==> src/rtl/ll_sc_monitor_if.sv <==
// rtl/ll_sc_monitor_if.sv - pipeline, snoop and data-bus signals of the LL/SC reservation monitor
interface ll_sc_monitor_if;
  // pipeline side
  logic        flush;
  logic        ll_req;
  logic        sc_req;
  logic        st_req;
  logic [31:0] addr;
  logic [31:0] sc_wdata;
  logic        stallreq_o;
  logic        sc_done_o;
  logic        sc_success_o;
  logic        LLbit_o;
  logic [31:0] link_addr_o;
  // snoop side
  logic        snoop_valid;
  logic        snoop_we;
  logic [31:0] snoop_addr;
  // data-bus side
  logic        mem_req_o;
  logic [31:0] mem_addr_o;
  logic [31:0] mem_wdata_o;
  logic        mem_ack_i;

  // master: pipeline/bus environment driving the monitor
  modport master (
    output flush, ll_req, sc_req, st_req, addr, sc_wdata,
    output snoop_valid, snoop_we, snoop_addr, mem_ack_i,
    input  stallreq_o, sc_done_o, sc_success_o, LLbit_o, link_addr_o,
    input  mem_req_o, mem_addr_o, mem_wdata_o
  );

  // slave: the reservation monitor itself
  modport slave (
    input  flush, ll_req, sc_req, st_req, addr, sc_wdata,
    input  snoop_valid, snoop_we, snoop_addr, mem_ack_i,
    output stallreq_o, sc_done_o, sc_success_o, LLbit_o, link_addr_o,
    output mem_req_o, mem_addr_o, mem_wdata_o
  );
endinterface

==> src/rtl/ll_sc_monitor.sv <==
// rtl/ll_sc_monitor.sv - LL/SC reservation monitor with snoop, own-store, flush and timeout link kill
module ll_sc_monitor #(
  parameter int GRANULE_BITS = 4,
  parameter int LINK_TIMEOUT = 1023
) (
  input logic             clk,
  input logic             rst,
  ll_sc_monitor_if.slave  bus
);

  localparam int CNT_W = $clog2(LINK_TIMEOUT + 1);
  // the link dies on the cycle after the counter has counted LINK_TIMEOUT-1 idle cycles,
  // so LLbit_o falls exactly LINK_TIMEOUT cycles after it rose
  localparam logic [CNT_W-1:0] CNT_LAST = CNT_W'(LINK_TIMEOUT - 1);

  typedef enum logic [1:0] {
    IDLE    = 2'd0,
    LINKED  = 2'd1,
    SC_WAIT = 2'd2,
    SC_RESP = 2'd3
  } state_t;

  state_t           state;
  state_t           state_nx;
  logic [31:0]      link_addr;
  logic [31:0]      link_addr_nx;
  logic [CNT_W-1:0] cnt;
  logic [CNT_W-1:0] cnt_nx;
  logic             flush_seen;
  logic             flush_seen_nx;
  logic [31:0]      mem_addr;
  logic [31:0]      mem_addr_nx;
  logic [31:0]      mem_wdata;
  logic [31:0]      mem_wdata_nx;
  logic             result_nx;

  logic             ll_bit_q;
  logic             mem_req_q;
  logic             sc_done_q;
  logic             sc_success_q;

  logic             snoop_hit;
  logic             st_hit;
  logic             sc_match;

  // granule-level conflict detection against the held link address
  assign snoop_hit = bus.snoop_valid & bus.snoop_we &
                     (bus.snoop_addr[31:GRANULE_BITS] == link_addr[31:GRANULE_BITS]);
  assign st_hit    = bus.st_req & (bus.addr[31:GRANULE_BITS] == link_addr[31:GRANULE_BITS]);
  assign sc_match  = (bus.addr[31:GRANULE_BITS] == link_addr[31:GRANULE_BITS]);

  // next-state and datapath-capture logic for the link/SC sequencer
  always_comb begin
    state_nx      = state;
    link_addr_nx  = link_addr;
    cnt_nx        = cnt;
    flush_seen_nx = flush_seen;
    mem_addr_nx   = mem_addr;
    mem_wdata_nx  = mem_wdata;
    result_nx     = 1'b0;
    unique case (state)
      IDLE: begin
        // an SC without a link always fails; SC also wins over a stray LL
        if (bus.sc_req) begin
          state_nx = SC_RESP;
        end else if (bus.ll_req && !bus.flush) begin
          state_nx     = LINKED;
          link_addr_nx = bus.addr;
          cnt_nx       = '0;
        end
      end
      LINKED: begin
        if (bus.flush) begin
          state_nx = IDLE;
        end else if (bus.sc_req) begin
          // a conflicting write in the same cycle as the SC defeats it
          if (sc_match && !snoop_hit && !st_hit) begin
            state_nx      = SC_WAIT;
            mem_addr_nx   = bus.addr;
            mem_wdata_nx  = bus.sc_wdata;
            flush_seen_nx = 1'b0;
          end else begin
            state_nx = SC_RESP;
          end
        end else if (bus.ll_req) begin
          // re-link; the new link is not killed by a same-cycle snoop of the old one
          link_addr_nx = bus.addr;
          cnt_nx       = '0;
        end else if (snoop_hit || st_hit) begin
          state_nx = IDLE;
        end else if (cnt == CNT_LAST) begin
          state_nx = IDLE;
        end else begin
          cnt_nx = cnt + CNT_W'(1);
        end
      end
      SC_WAIT: begin
        // the bus request cannot be withdrawn; a flush only suppresses the completion pulse
        if (bus.flush) begin
          flush_seen_nx = 1'b1;
        end
        if (bus.mem_ack_i) begin
          flush_seen_nx = 1'b0;
          if (flush_seen || bus.flush) begin
            state_nx = IDLE;
          end else begin
            state_nx  = SC_RESP;
            result_nx = 1'b1;
          end
        end
      end
      SC_RESP: begin
        state_nx = IDLE;
      end
      default: begin
        state_nx = IDLE;
      end
    endcase
  end

  // state, link, counter and bus-capture registers
  always_ff @(posedge clk or negedge rst) begin
    if (!rst) begin
      state      <= IDLE;
      link_addr  <= '0;
      cnt        <= '0;
      flush_seen <= 1'b0;
      mem_addr   <= '0;
      mem_wdata  <= '0;
    end else begin
      state      <= state_nx;
      link_addr  <= link_addr_nx;
      cnt        <= cnt_nx;
      flush_seen <= flush_seen_nx;
      mem_addr   <= mem_addr_nx;
      mem_wdata  <= mem_wdata_nx;
    end
  end

  // registered status outputs decoded from the next state
  always_ff @(posedge clk or negedge rst) begin
    if (!rst) begin
      ll_bit_q     <= 1'b0;
      mem_req_q    <= 1'b0;
      sc_done_q    <= 1'b0;
      sc_success_q <= 1'b0;
    end else begin
      ll_bit_q     <= (state_nx == LINKED);
      mem_req_q    <= (state_nx == SC_WAIT);
      sc_done_q    <= (state_nx == SC_RESP);
      sc_success_q <= (state_nx == SC_RESP) & result_nx;
    end
  end

  assign bus.LLbit_o      = ll_bit_q;
  assign bus.link_addr_o  = link_addr;
  assign bus.mem_req_o    = mem_req_q;
  assign bus.mem_addr_o   = mem_addr;
  assign bus.mem_wdata_o  = mem_wdata;
  assign bus.sc_done_o    = sc_done_q;
  assign bus.sc_success_o = sc_success_q;
  assign bus.stallreq_o   = bus.sc_req & ~sc_done_q;

endmodule
==> src/flat_wrapper.sv <==
// flat-port wrapper written by rule: the top's interface ports become plain ports
module ll_sc_monitor_flat 
#(
  parameter int GRANULE_BITS = 4,
  parameter int LINK_TIMEOUT = 1023
)
  (clk, rst, bus_flush, bus_ll_req, bus_sc_req, bus_st_req, bus_addr, bus_sc_wdata, bus_snoop_valid, bus_snoop_we, bus_snoop_addr, bus_mem_ack_i, bus_stallreq_o, bus_sc_done_o, bus_sc_success_o, bus_LLbit_o, bus_link_addr_o, bus_mem_req_o, bus_mem_addr_o, bus_mem_wdata_o);
  ll_sc_monitor_if bus_i ();
  input logic clk;
  input logic rst;
  input wire logic [$bits(bus_i.flush)-1:0] bus_flush;
  input wire logic [$bits(bus_i.ll_req)-1:0] bus_ll_req;
  input wire logic [$bits(bus_i.sc_req)-1:0] bus_sc_req;
  input wire logic [$bits(bus_i.st_req)-1:0] bus_st_req;
  input wire logic [$bits(bus_i.addr)-1:0] bus_addr;
  input wire logic [$bits(bus_i.sc_wdata)-1:0] bus_sc_wdata;
  input wire logic [$bits(bus_i.snoop_valid)-1:0] bus_snoop_valid;
  input wire logic [$bits(bus_i.snoop_we)-1:0] bus_snoop_we;
  input wire logic [$bits(bus_i.snoop_addr)-1:0] bus_snoop_addr;
  input wire logic [$bits(bus_i.mem_ack_i)-1:0] bus_mem_ack_i;
  output wire logic [$bits(bus_i.stallreq_o)-1:0] bus_stallreq_o;
  output wire logic [$bits(bus_i.sc_done_o)-1:0] bus_sc_done_o;
  output wire logic [$bits(bus_i.sc_success_o)-1:0] bus_sc_success_o;
  output wire logic [$bits(bus_i.LLbit_o)-1:0] bus_LLbit_o;
  output wire logic [$bits(bus_i.link_addr_o)-1:0] bus_link_addr_o;
  output wire logic [$bits(bus_i.mem_req_o)-1:0] bus_mem_req_o;
  output wire logic [$bits(bus_i.mem_addr_o)-1:0] bus_mem_addr_o;
  output wire logic [$bits(bus_i.mem_wdata_o)-1:0] bus_mem_wdata_o;
  assign bus_i.flush = bus_flush;
  assign bus_i.ll_req = bus_ll_req;
  assign bus_i.sc_req = bus_sc_req;
  assign bus_i.st_req = bus_st_req;
  assign bus_i.addr = bus_addr;
  assign bus_i.sc_wdata = bus_sc_wdata;
  assign bus_i.snoop_valid = bus_snoop_valid;
  assign bus_i.snoop_we = bus_snoop_we;
  assign bus_i.snoop_addr = bus_snoop_addr;
  assign bus_i.mem_ack_i = bus_mem_ack_i;
  assign bus_stallreq_o = bus_i.stallreq_o;
  assign bus_sc_done_o = bus_i.sc_done_o;
  assign bus_sc_success_o = bus_i.sc_success_o;
  assign bus_LLbit_o = bus_i.LLbit_o;
  assign bus_link_addr_o = bus_i.link_addr_o;
  assign bus_mem_req_o = bus_i.mem_req_o;
  assign bus_mem_addr_o = bus_i.mem_addr_o;
  assign bus_mem_wdata_o = bus_i.mem_wdata_o;
  ll_sc_monitor #(.GRANULE_BITS(GRANULE_BITS), .LINK_TIMEOUT(LINK_TIMEOUT)) u_core (.clk(clk), .rst(rst), .bus(bus_i));
endmodule
==> config.mk <==
export PLATFORM = sky130hd
export DESIGN_NAME = ll_sc_monitor_flat
export DESIGN_NICKNAME = d
export VERILOG_FILES = /design/src/rtl/ll_sc_monitor_if.sv /design/src/rtl/ll_sc_monitor.sv /design/src/flat_wrapper.sv
export SDC_FILE = /design/constraint.sdc
export NUM_CORES = 1
export LEC_CHECK = 0
export ABC_AREA = 1
export BUFFER_PORTS_ARGS = -buffer_cell sky130_fd_sc_hd__clkbuf_2
export CAP_MARGIN = 20
export CORE_ASPECT_RATIO = 0.75
export CORE_MARGIN = 2
export CORE_UTILIZATION = 54
export DETAILED_ROUTE_END_ITERATION = 10
export PLACE_DENSITY = 0.9
export RECOVER_POWER = 25
export SYNTH_ARGS = -nofsm -noshare
export SYNTH_HDL_FRONTEND = slang
export SYNTH_SLANG_ARGS = --single-unit
==> constraint.sdc <==
create_clock -name clk -period 2.9 [get_ports clk]
set_input_delay 0.145 -clock clk [delete_from_list [all_inputs] [get_ports clk]]
set_output_delay 0.145 -clock clk [all_outputs]
set_load 0.02 [all_outputs]
### After elaboration in Yosys (flattened, before gate mapping)

Cells that the tools add are included.
W data, S select, Z words.

| word-level totals | value |
|---|---|
| logic and storage cells | 86 |
| input port bits | 105 |
| output and inout bits | 101 |
| flip-flop bits (word level) | 113 |

| operators by class | value |
|---|---|
| bitwise gates (word level) | 7 |
| $add $sub $neg | 1 |
| equality and inequality tests | 19 |
| mux-type cells | 34 |
| reductions and logical operators | 15 |

Operator list:

| operator | count |
|---|---|
| $mux W32 | 5 |
| $mux W10 | 7 |
| $pmux W32 S2 | 1 |
| $eq A28 B28 Y1 | 2 |
| $pmux W10 S2 | 1 |
| $mux W2 | 9 |
| $add A10 B1 Y10 const B | 1 |
| $eq A10 B10 Y1 const B | 1 |
| $ne A2 B2 Y1 const B | 5 |
| $mux W1 | 9 |
| $ne A3 B3 Y1 const B | 3 |
| $eq A2 B2 Y1 const B | 4 |
| $pmux W2 S4 | 1 |
| $reduce_and A7 Y1 | 1 |
| $reduce_and A6 Y1 | 1 |
| $and A1 B1 Y1 | 5 |
| $reduce_and A5 Y1 | 1 |
| $eq A2 B1 Y1 const B | 2 |
| $ne A2 B1 Y1 const B | 2 |
| $reduce_and A4 Y1 | 1 |
| $reduce_bool A2 Y1 | 2 |
| $logic_and A1 B1 Y1 | 3 |
| $logic_not A1 Y1 | 3 |
| $logic_not A2 Y1 | 1 |
| 3 further kinds | 5 |

### Depth between registers and ports, before layout

Gate-level depths: netlist of run 1.

| depth | value |
|---|---|
| depth in word-level cells | 11 |
| mapped depth | 15 |

### Worst setup path after synthesis of run 1

Ideal clock, no wire load.

| timing | value |
|---|---|
| path kind | register -> register |
| start point | reg u_core.link_addr[18], in the netlist u_core.bus.link_addr_o[18] |
| end point | reg u_core.mem_wdata[21], in the netlist u_core.bus.mem_wdata_o[21] |
| data arrival time | 1.648 ns |
| path slack | 1.135 ns |
| stages on the path, launching flop included | 13 |
| period minus slack after synthesis | 1.765 ns |
| required time | 2.782 ns |
| buffers on the path | 2 |
| setup time | 0.118 ns |
| cell sequence | dfrtp_1 xnor2_1 nand2_1 nor2_1 nand2_1 nor2_2 nand2_1 nor2_2 nand4_2 buf_4 buf_6 nand2_1 o21ai_2 |

| on the way | value |
|---|---|
| longest elaborated chain between the ends | 6 |
| elaborated cells on any way between the ends | 9 |

Ends and longest elaborated chain:

| what | line | source |
|---|---|---|
| start, declared | ll_sc_monitor.sv:25 | `logic [31:0] link_addr;` |
| start signal, assigned | ll_sc_monitor.sv:132 | `link_addr <= link_addr_nx;` |
| $eq A28 B28 Y1 | ll_sc_monitor.sv:48 | `(bus.snoop_addr[31:GRANULE_BITS] == link_addr[31:GRANULE_BITS]);` |
| $and A1 B1 Y1 | ll_sc_monitor.sv:47 | `assign snoop_hit = bus.snoop_valid & bus.snoop_we &` |
| $logic_not A1 Y1 | ll_sc_monitor.sv:77 | `if (sc_match && !snoop_hit && !st_hit) begin` |
| $logic_and A1 B1 Y1 | ll_sc_monitor.sv:77 |  |
| $logic_and A1 B1 Y1 * | ll_sc_monitor.sv:77 |  |
| $reduce_and A4 Y1 (no line) * | n/a |  |
| end signal, assigned | ll_sc_monitor.sv:136 | `mem_wdata <= mem_wdata_nx;` |
| end, declared | ll_sc_monitor.sv:33 | `logic [31:0] mem_wdata;` |

Mark *: on every way between the ends. The rest lies on a longest branch, timed or not.
A chain may end at the register's enable or synchronous reset.

### Worst setup path in the final report of run 1

| timing | value |
|---|---|
| start point | reg u_core.link_addr[24], in the netlist u_core.bus.link_addr_o[24] |
| end point | reg u_core.cnt[9] |

| on the way | value |
|---|---|
| longest elaborated chain between the ends | 5 |
| elaborated cells on any way between the ends | 7 |

Ends and longest elaborated chain:

| what | line | source |
|---|---|---|
| $eq A28 B28 Y1 (on tied branches) | ll_sc_monitor.sv:48, ll_sc_monitor.sv:49 |  |
| $and A1 B1 Y1 (on tied branches) | ll_sc_monitor.sv:47, ll_sc_monitor.sv:49 |  |
| $logic_or A1 B1 Y1 * | ll_sc_monitor.sv:89 | `end else if (snoop_hit \|\| st_hit) begin` |
| $ne A3 B3 Y1 (no line) * | n/a |  |
| $reduce_and A7 Y1 (no line) * | n/a |  |
| end signal, assigned | ll_sc_monitor.sv:133 | `cnt <= cnt_nx;` |
| end, declared | ll_sc_monitor.sv:27 | `logic [CNT_W-1:0] cnt;` |

Marked as above.

==> results of run 1 <==
[what timing repair did]
| item | in CTS | in global routing |
|---|---|---|
| resized for setup | 0 | 0 |
| hold buffers | 44 | 0 |
| endpoints found under the setup margin | 0 | 0 |
| endpoints found under the hold margin | 99 | 0 |
[cells by family after synthesis]
logic type | Yosys count | share of synthesized area [%]
adders and majority gates | 2 | 0.441
DFF | 113 | 49.8
buffers and inverters | 146 | 11.3
AOI/OAI and AO/OA | 106 | 12.0
and+or+nand+nor | 308 | 21.9
xor gates and xnor gates | 29 | 4.47
[path summary, 6_finish.rpt]
| check | start | endpoint | slack (ps) |
|---|---|---|---|
| worst max register to register | u_core.bus.link_addr_o[24]$_DFFE_PN0P_ | u_core.cnt[9]$_DFFE_PN0P_ | 730 |
| min in group asynchronous | rst | u_core.flush_seen$_DFFE_PN0P_ | 580 |
| worst min-delay path | bus_addr[1] | u_core.bus.mem_addr_o[1]$_DFFE_PN0P_ | 8 |
| worst max-delay path | u_core.bus.link_addr_o[24]$_DFFE_PN0P_ | u_core.cnt[9]$_DFFE_PN0P_ | 730 |
| worst min register to register | u_core.bus.mem_addr_o[25]$_DFFE_PN0P_ | u_core.bus.mem_addr_o[25]$_DFFE_PN0P_ | 480 |
| max in group asynchronous | rst | u_core.bus.link_addr_o[22]$_DFFE_PN0P_ | 1370 |
[worst register-to-register path: stages, from the launching register on]
cell     delay, ps
dfrtp_1        430
inv_1           90
nand2_1         50
nand2_1         60
nand2_1         60
nor2_1         100
nand2_1         60
nor2_1         240
nand3_1        210
nand3_1        140
nor2_1          70
inv_1           80
nand2_1        230
nand2_1        160
nand2_1         60
[Yosys cell counts, drive strengths merged]
library cell | n | area share, %
o22ai | 1 | 0.11
nand4 | 12 | 1.4
xnor2 | 26 | 4.0
xor2 | 3 | 0.46
ha | 2 | 0.44
a2111oi | 1 | 0.15
dfrtp | 113 | 50
nand2 | 217 | 14
a21oi | 2 | 0.18
nand3 | 18 | 1.6
a21o | 1 | 0.13
nor2 | 45 | 3.1
nor3 | 11 | 0.97
inv | 122 | 8.1
buf | 14 | 2.6
nor4 | 4 | 0.44
clkbuf | 10 | 0.66
o21ai | 100 | 11
or2 | 1 | 0.11
a21boi | 1 | 0.13
[per-stage QoR]
| stage | power [mW] | instance area (um^2) | hold slack, ps | cells |
|---|---|---|---|---|
| 5_1_grt | 6.40 | 7790 | 12.8 | 1099 |
| 4_1_cts | 6.10 | 7830 | 1.48 | 1099 |
| 3_3_place_gp | 3.82 | 6770 | 223 | 1023 |
| 6_report | 6.10 | 7790 | 7.83 | 1099 |
| 2_1_floorplan | 3.21 | 5680 | -151 | 704 |
| 3_5_place_dp | 3.87 | 6770 | 223 | 1023 |
[cell type report]
class	instances	share of cell area, %
Sequential cell	113	36.3
Clock buffer	19	5.56
Timing Repair Buffer	251	19.2
Inverter	122	5.88
Clock inverter	13	2.41
Tap cell	136	2.18
Multi-Input combinational cell	445	28.5
[flip-flops by register name, summed over array words and instances, names as in the netlist]
name / count
u_core.bus.sc_done_o: 1
u_core.flush_seen: 1
u_core.bus.mem_addr_o: 32
u_core.state: 2
u_core.bus.mem_req_o: 1
u_core.cnt: 10
u_core.bus.mem_wdata_o: 32
u_core.bus.link_addr_o: 32
u_core.bus.LLbit_o: 1
u_core.bus.sc_success_o: 1
[power by group]
group | internal [mW] | switching, mW
combinational | 0.639 | 1.12
sequential | 1.85 | 0.322
clock | 1.44 | 0.733
total | 3.93 | 2.17
[layer usage]
metal	vias up	global-route usage [%]	routed length [um]
li1	2659	-	-
met1	2545	37.2	6740
met2	286	47.8	7660
met3	30	8.87	1630
met4	0	10.1	296
met5	-	0	0
==> results.sh, run 1 <==
export IMPL_slew_viol_final=0
export IMPL_finalWirelength_um=16300
export IMPL_layout_common_cells="217 x nand2_1, 172 x clkbuf_2, 113 x inv_1, 113 x dfrtp_1, 46 x o21ai_0"
export IMPL_insertion_delay_ps=400
export IMPL_drive_gt1_share_pct=27.0
export IMPL_yosysWarnings=0
export IMPL_drc_errors=0
export IMPL_leakage_nw=4.20
export IMPL_wl_per_cell_um=14.9
export IMPL_synthCells=704
export IMPL_critPathLaunchType="register"
export IMPL_pwr_density_cell_mw_per_mm2=783
export IMPL_h_tree_depth=4
export IMPL_cts_tree="yes"
export IMPL_cts_sinks=113
export IMPL_layout_min_cycle_time_ps=2170
export IMPL_post_cts_repair_setup_buffers=0
export IMPL_path_common_cell="nand2_1"
export IMPL_synth_cell_types=27
export IMPL_cts_buffers_inserted=17
export IMPL_setup_ws_ps=733
export IMPL_multiInputGateArea_mm2=0.00222
export IMPL_cp_cell_sequence="inv_1, nand2_1, nand2_1, nand2_1, nor2_1, nand2_1, nor2_1, nand3_1, nand3_1, nor2_1, inv_1, nand2_1, nand2_1, nand2_1"
export IMPL_drtIter0Drc=408
export IMPL_syn_area_mm2=0.00568
export IMPL_crit_type="register to register"
export IMPL_worst_slew_pin_slew_ps=1330
export IMPL_critPathArrivalTime_ps=2450
export IMPL_post_place_ws_ps=787
export IMPL_fmax_ghz=0.461
export IMPL_pin_count=206
export IMPL_grt_max_degree=69
export IMPL_synth_nets=811
export IMPL_finalNetCount=1057
export IMPL_outcome="finished clean"
export IMPL_area_delta_synth_final_pct=37.1
export IMPL_num_vias=5520
export IMPL_finalSetupTns_ps=0
export IMPL_crit_buf_inv=2
export IMPL_finalSetupViolations=0
export IMPL_rows=32
export IMPL_crit_cells=14
export IMPL_ir_worst_vdd_uv=412
export IMPL_path_clk_slew_ps=60
export IMPL_required_ps=3190
export IMPL_antenna_found_initial=0
export IMPL_gp_congestion=0.886
export IMPL_dieWidth_um=122
export IMPL_endpoint_kind="register"
export IMPL_dp_final_hpwl_um=10500
export IMPL_critPathMaxStageDelay_ps=430
export IMPL_die_area_mm2=0.0114
export IMPL_via_per_inst=5.02
export IMPL_grtUsageTotal_pct=29.3
export IMPL_antenna_left=0
export IMPL_first_pass_iters=5
export IMPL_fin_skew_ps=10.2
export IMPL_rsz0062_at_grt="no"
export IMPL_clock_root_buffer="clkbuf_16"
export IMPL_seq_area_frac_synth_pct=49.8
export IMPL_ff_latch_area_mm2=0.00283
export IMPL_diodes=0
export IMPL_start_util_pct=55.4
export IMPL_fillers=699
export IMPL_finalHoldViolations=0
export IMPL_path_delay_family="simple AND/OR/NAND/NOR gates"
export IMPL_grt_first_pass_wirelength_um=25700
export IMPL_worst_path_max_delay_cell="dfrtp_1"
export IMPL_clk_path_buf_depth=2
export IMPL_timing_final_crit_share_pct=74.7
export IMPL_hold_class="primary input to register"
export IMPL_post_route_util_pct=76.0
export IMPL_grt_pass1_vias=5243
export IMPL_crit_path_max_fanout=10
export IMPL_drv_cap=0
export IMPL_port_buffer_count=201
export IMPL_maxSlewHeadroom_pct=11.3
export IMPL_rr_worst_depth=14
export IMPL_layout_commonest_cell="nand2_1"
export IMPL_core_area_mm2=0.0102
export IMPL_ys_seq_elements=113
export IMPL_syn_area_per_cell_um2=8.07
export IMPL_worst_hold_path_num_cells=3
export IMPL_gr_total_overflow=0
export IMPL_die_h_um=92.8
Power figures use the tool's default switching activity.
==> run 2, diff against run 1 <==
--- a/config.mk
+++ b/config.mk
@@ -5,14 +5,14 @@
 export SDC_FILE = /design/constraint.sdc
 export NUM_CORES = 1
 export LEC_CHECK = 0
-export ABC_AREA = 1
+export ABC_AREA = 0
 export BUFFER_PORTS_ARGS = -buffer_cell sky130_fd_sc_hd__clkbuf_2
 export CAP_MARGIN = 20
 export CORE_ASPECT_RATIO = 0.75
 export CORE_MARGIN = 2
-export CORE_UTILIZATION = 54
+export CORE_UTILIZATION = 49
 export DETAILED_ROUTE_END_ITERATION = 10
-export PLACE_DENSITY = 0.9
+export PLACE_DENSITY = 0.85
 export RECOVER_POWER = 25
 export SYNTH_ARGS = -nofsm -noshare
 export SYNTH_HDL_FRONTEND = slang
==> constraint.sdc (replaced) <==
create_clock -name clk -period 2.2 [get_ports clk]
set_input_delay 0.11 -clock clk [delete_from_list [all_inputs] [get_ports clk]]
set_output_delay 0.11 -clock clk [all_outputs]
set_load 0.02 [all_outputs]
==> results.sh, run 2 <==
export IMPL_drtIter0Drc=275
export IMPL_drc_errors=0
export IMPL_gr_total_overflow=0
export IMPL_syn_area_per_cell_um2=13.4
export IMPL_rr_worst_depth=9
export IMPL_synthAdderAreaFrac_pct=0.487
export IMPL_synthCells=383
export IMPL_h_tree_depth=4
export IMPL_critPathLaunch="u_core.bus.link_addr_o[29]$_DFFE_PN0P_"
export IMPL_die_area_mm2=0.0113
export IMPL_setup_ws_ps=-450
export IMPL_grt_first_pass_wirelength_um=26900
export IMPL_yosys_most_used_dff="dfrtp_1"
export IMPL_critPathMaxStageDelay_ps=450
export IMPL_place_area_mm2=0.00664
export IMPL_antenna_found_initial=0
export IMPL_num_vias=4865
export IMPL_clk_path_buf_depth=2
export IMPL_finalSetupViolations=79
export IMPL_yosysMostFrequentCell="dfrtp_1"
export IMPL_fin_skew_ps=10.3
export IMPL_yosys_area_top_type="dfrtp_1"
export IMPL_grtUsageTotal_pct=32.1
export IMPL_crit_path_max_fanout=8
export IMPL_ir_worst_vdd_uv=724
export IMPL_post_route_util_pct=87.1
export IMPL_pwr_density_cell_mw_per_mm2=1080
export IMPL_cts_sinks=113
export IMPL_insertion_delay_ps=420
export IMPL_ys_seq_elements=113
export IMPL_grt_max_degree=47
export IMPL_finalSetupTns_ps=-29000
export IMPL_path_clk_slew_ps=60
export IMPL_dp_final_hpwl_um=10500
export IMPL_synth_top_cell_area_share_pct=55.1
export IMPL_finalNetCount=825
export IMPL_core_area_mm2=0.0102
export IMPL_cp_cell_sequence="xor2_2, nor4_1, nand4_1, nor2_2, o2111ai_2, nor2_4, buf_12, clkbuf_16, mux2_4"
export IMPL_maxSlewHeadroom_pct=25.6
export IMPL_synth_nets=490
export IMPL_gp_congestion=0.891
export IMPL_synth_mux_area_share_pct=21.5
export IMPL_violations="negative setup slack"
export IMPL_diodes=0
export IMPL_yosysWarnings=0
export IMPL_required_ps=2500
export IMPL_min_from="bus_addr[6]"
export IMPL_port_buffer_count=201
export IMPL_finalWirelength_um=20900
export IMPL_stdcell_area_mm2=0.00892
export IMPL_leakage_nw=4.38
export IMPL_cts_buffers_inserted=17
export IMPL_hold_class="primary input to register"
export IMPL_via_per_inst=5.61
export IMPL_wl_per_cell_um=24.1
export IMPL_cp_endpoint="u_core.bus.mem_addr_o[27]$_DFFE_PN0P_"
export IMPL_critPathArrivalTime_ps=2950
export IMPL_first_pass_iters=5
export IMPL_synth_top_family_by_area="multiplexers"
export IMPL_layout_common_cells="201 x clkbuf_2, 90 x dfrtp_1, 65 x mux2_4"
export IMPL_timing_final_crit_share_pct=120
export IMPL_start_util_pct=50.1
export IMPL_yosys_top_cells_area="dfrtp_1 55%, mux2_2 20%, xor2_1 9.4%"
export IMPL_async_flop_share_pct=100
export IMPL_fillers=467
export IMPL_synth_top_cells_by_count="113 x dfrtp_1, 89 x mux2_2, 55 x xor2_1"
export IMPL_slew_viol_final=0
export IMPL_rsz0062_at_grt="yes"
export IMPL_r2r_start="u_core.bus.link_addr_o[29]$_DFFE_PN0P_"
export IMPL_fmax_ghz=0.377
export IMPL_rrSetupSlack_ps=-450
export IMPL_crit_type="register to register"
export IMPL_r2r_end="u_core.bus.mem_addr_o[27]$_DFFE_PN0P_"
export IMPL_worst_slew_pin_slew_ps=1120
export IMPL_drive_gt1_share_pct=65.4
export IMPL_final_cells=867
export IMPL_ff_latch_area_mm2=0.00286
export IMPL_drv_cap=0
export IMPL_worst_path_max_delay_cell="dfrtp_2"
export IMPL_finalHoldViolations=0
export IMPL_synth_compound_area_share_pct=2.80
export IMPL_pin_count=206
export IMPL_multiInputGateArea_mm2=0.00284
export IMPL_clock_root_buffer="clkbuf_16"
export IMPL_critPathLaunchType="register"
export IMPL_dieWidth_um=122
export IMPL_cts_tree="yes"
export IMPL_area_delta_synth_final_pct=73.8
export IMPL_antenna_left=0
export IMPL_grt_pass1_vias=4987
export IMPL_synth_cell_types=39
export IMPL_synth_edf_count=0
export IMPL_numPlacedInstances=752
export IMPL_seq_area_frac_synth_pct=55.1
export IMPL_die_h_um=92.7
export IMPL_syn_area_mm2=0.00513
export IMPL_layout_commonest_cell="clkbuf_2"
export IMPL_layout_min_cycle_time_ps=2650
export IMPL_rows=32
export IMPL_yosys_area_share_simple_pct=7.92
export IMPL_endpoint_kind="register"
export IMPL_outcome="finished, violations left"
export IMPL_synth_xor_area_share_pct=9.89
## run 2: worst min path at each step
stage                                                 end  slack (ps)  cells past startpoint
CTS                  u_core.bus.mem_addr_o[6]$_DFFE_PN0P_         0.4                      2
global placement     u_core.bus.mem_addr_o[5]$_DFFE_PN0P_         130                      1
global route        u_core.bus.mem_addr_o[13]$_DFFE_PN0P_           2                      2
floorplan                    u_core.bus.LLbit_o$_DFF_PN0_        -190                      0
finish               u_core.bus.mem_addr_o[6]$_DFFE_PN0P_         0.5                      2
detailed placement           u_core.bus.LLbit_o$_DFF_PN0_         150                      1
## run 2: what timing repair did
action,in CTS,in global routing
hold endpoints to repair,112,0
setup endpoints to repair,79,79
cloned,4,6
pin swaps,21,15
gates resized for setup,56,92
setup buffers,11,9
hold buffers,55,0
## run 2: through the flow
stage	hold slack [ps]	setup WS, ps	power [mW]
floorplan	-186	-9.22	4.45
global placement	132	-398	5.68
detailed placement	146	-500	5.78
CTS	0.448	-215	9.12
global route	2.35	-538	9.97
finish	0.520	-450	9.66
## run 2: final cells by class
class	count	area share, %
Inverter	4	0.168
Sequential cell	113	32.0
Tap cell	136	1.91
Clock inverter	15	2.34
Multi-Input combinational cell	253	31.8
Timing Repair Buffer	329	27.0
Clock buffer	17	4.77
## run 2: metal layers
| metal | wire, um | up-vias | global-route usage [%] |
|---|---|---|---|
| li1 | - | 2030 | - |
| met1 | 7850 | 2406 | 39.0 |
| met2 | 10200 | 326 | 53.9 |
| met3 | 1770 | 103 | 8.13 |
| met4 | 1040 | 0 | 14.2 |
| met5 | 0 | - | 0 |
## run 2: critical path: cells and delay by family (launching register included)
kind                      cells  cell delay [ps]
buffers and inverters         2              390
AOI/OAI and AO/OA             1              180
xor gates and xnor gates      1              200
muxes                         1              310
DFF                           1              450
and+or+nand+nor               4             1000
## run 2: cell families (layout without fill, tap and decap cells)
family | Yosys count | in the layout
AND/OR/NAND/NOR | 73 | 73
multiplexers | 98 | 98
adder cells (fa/ha/maj) | 2 | 2
flip-flops | 113 | 113
XOR/XNOR | 58 | 58
AO/OA/AOI/OAI | 22 | 22
buffers and inverters | 17 | 365
## run 2: power by group
group	internal, mW	total (mW)	switching [mW]
Combinational	1.70	3.66	1.95
Clock	1.91	3.02	1.11
Sequential	2.50	2.98	0.480
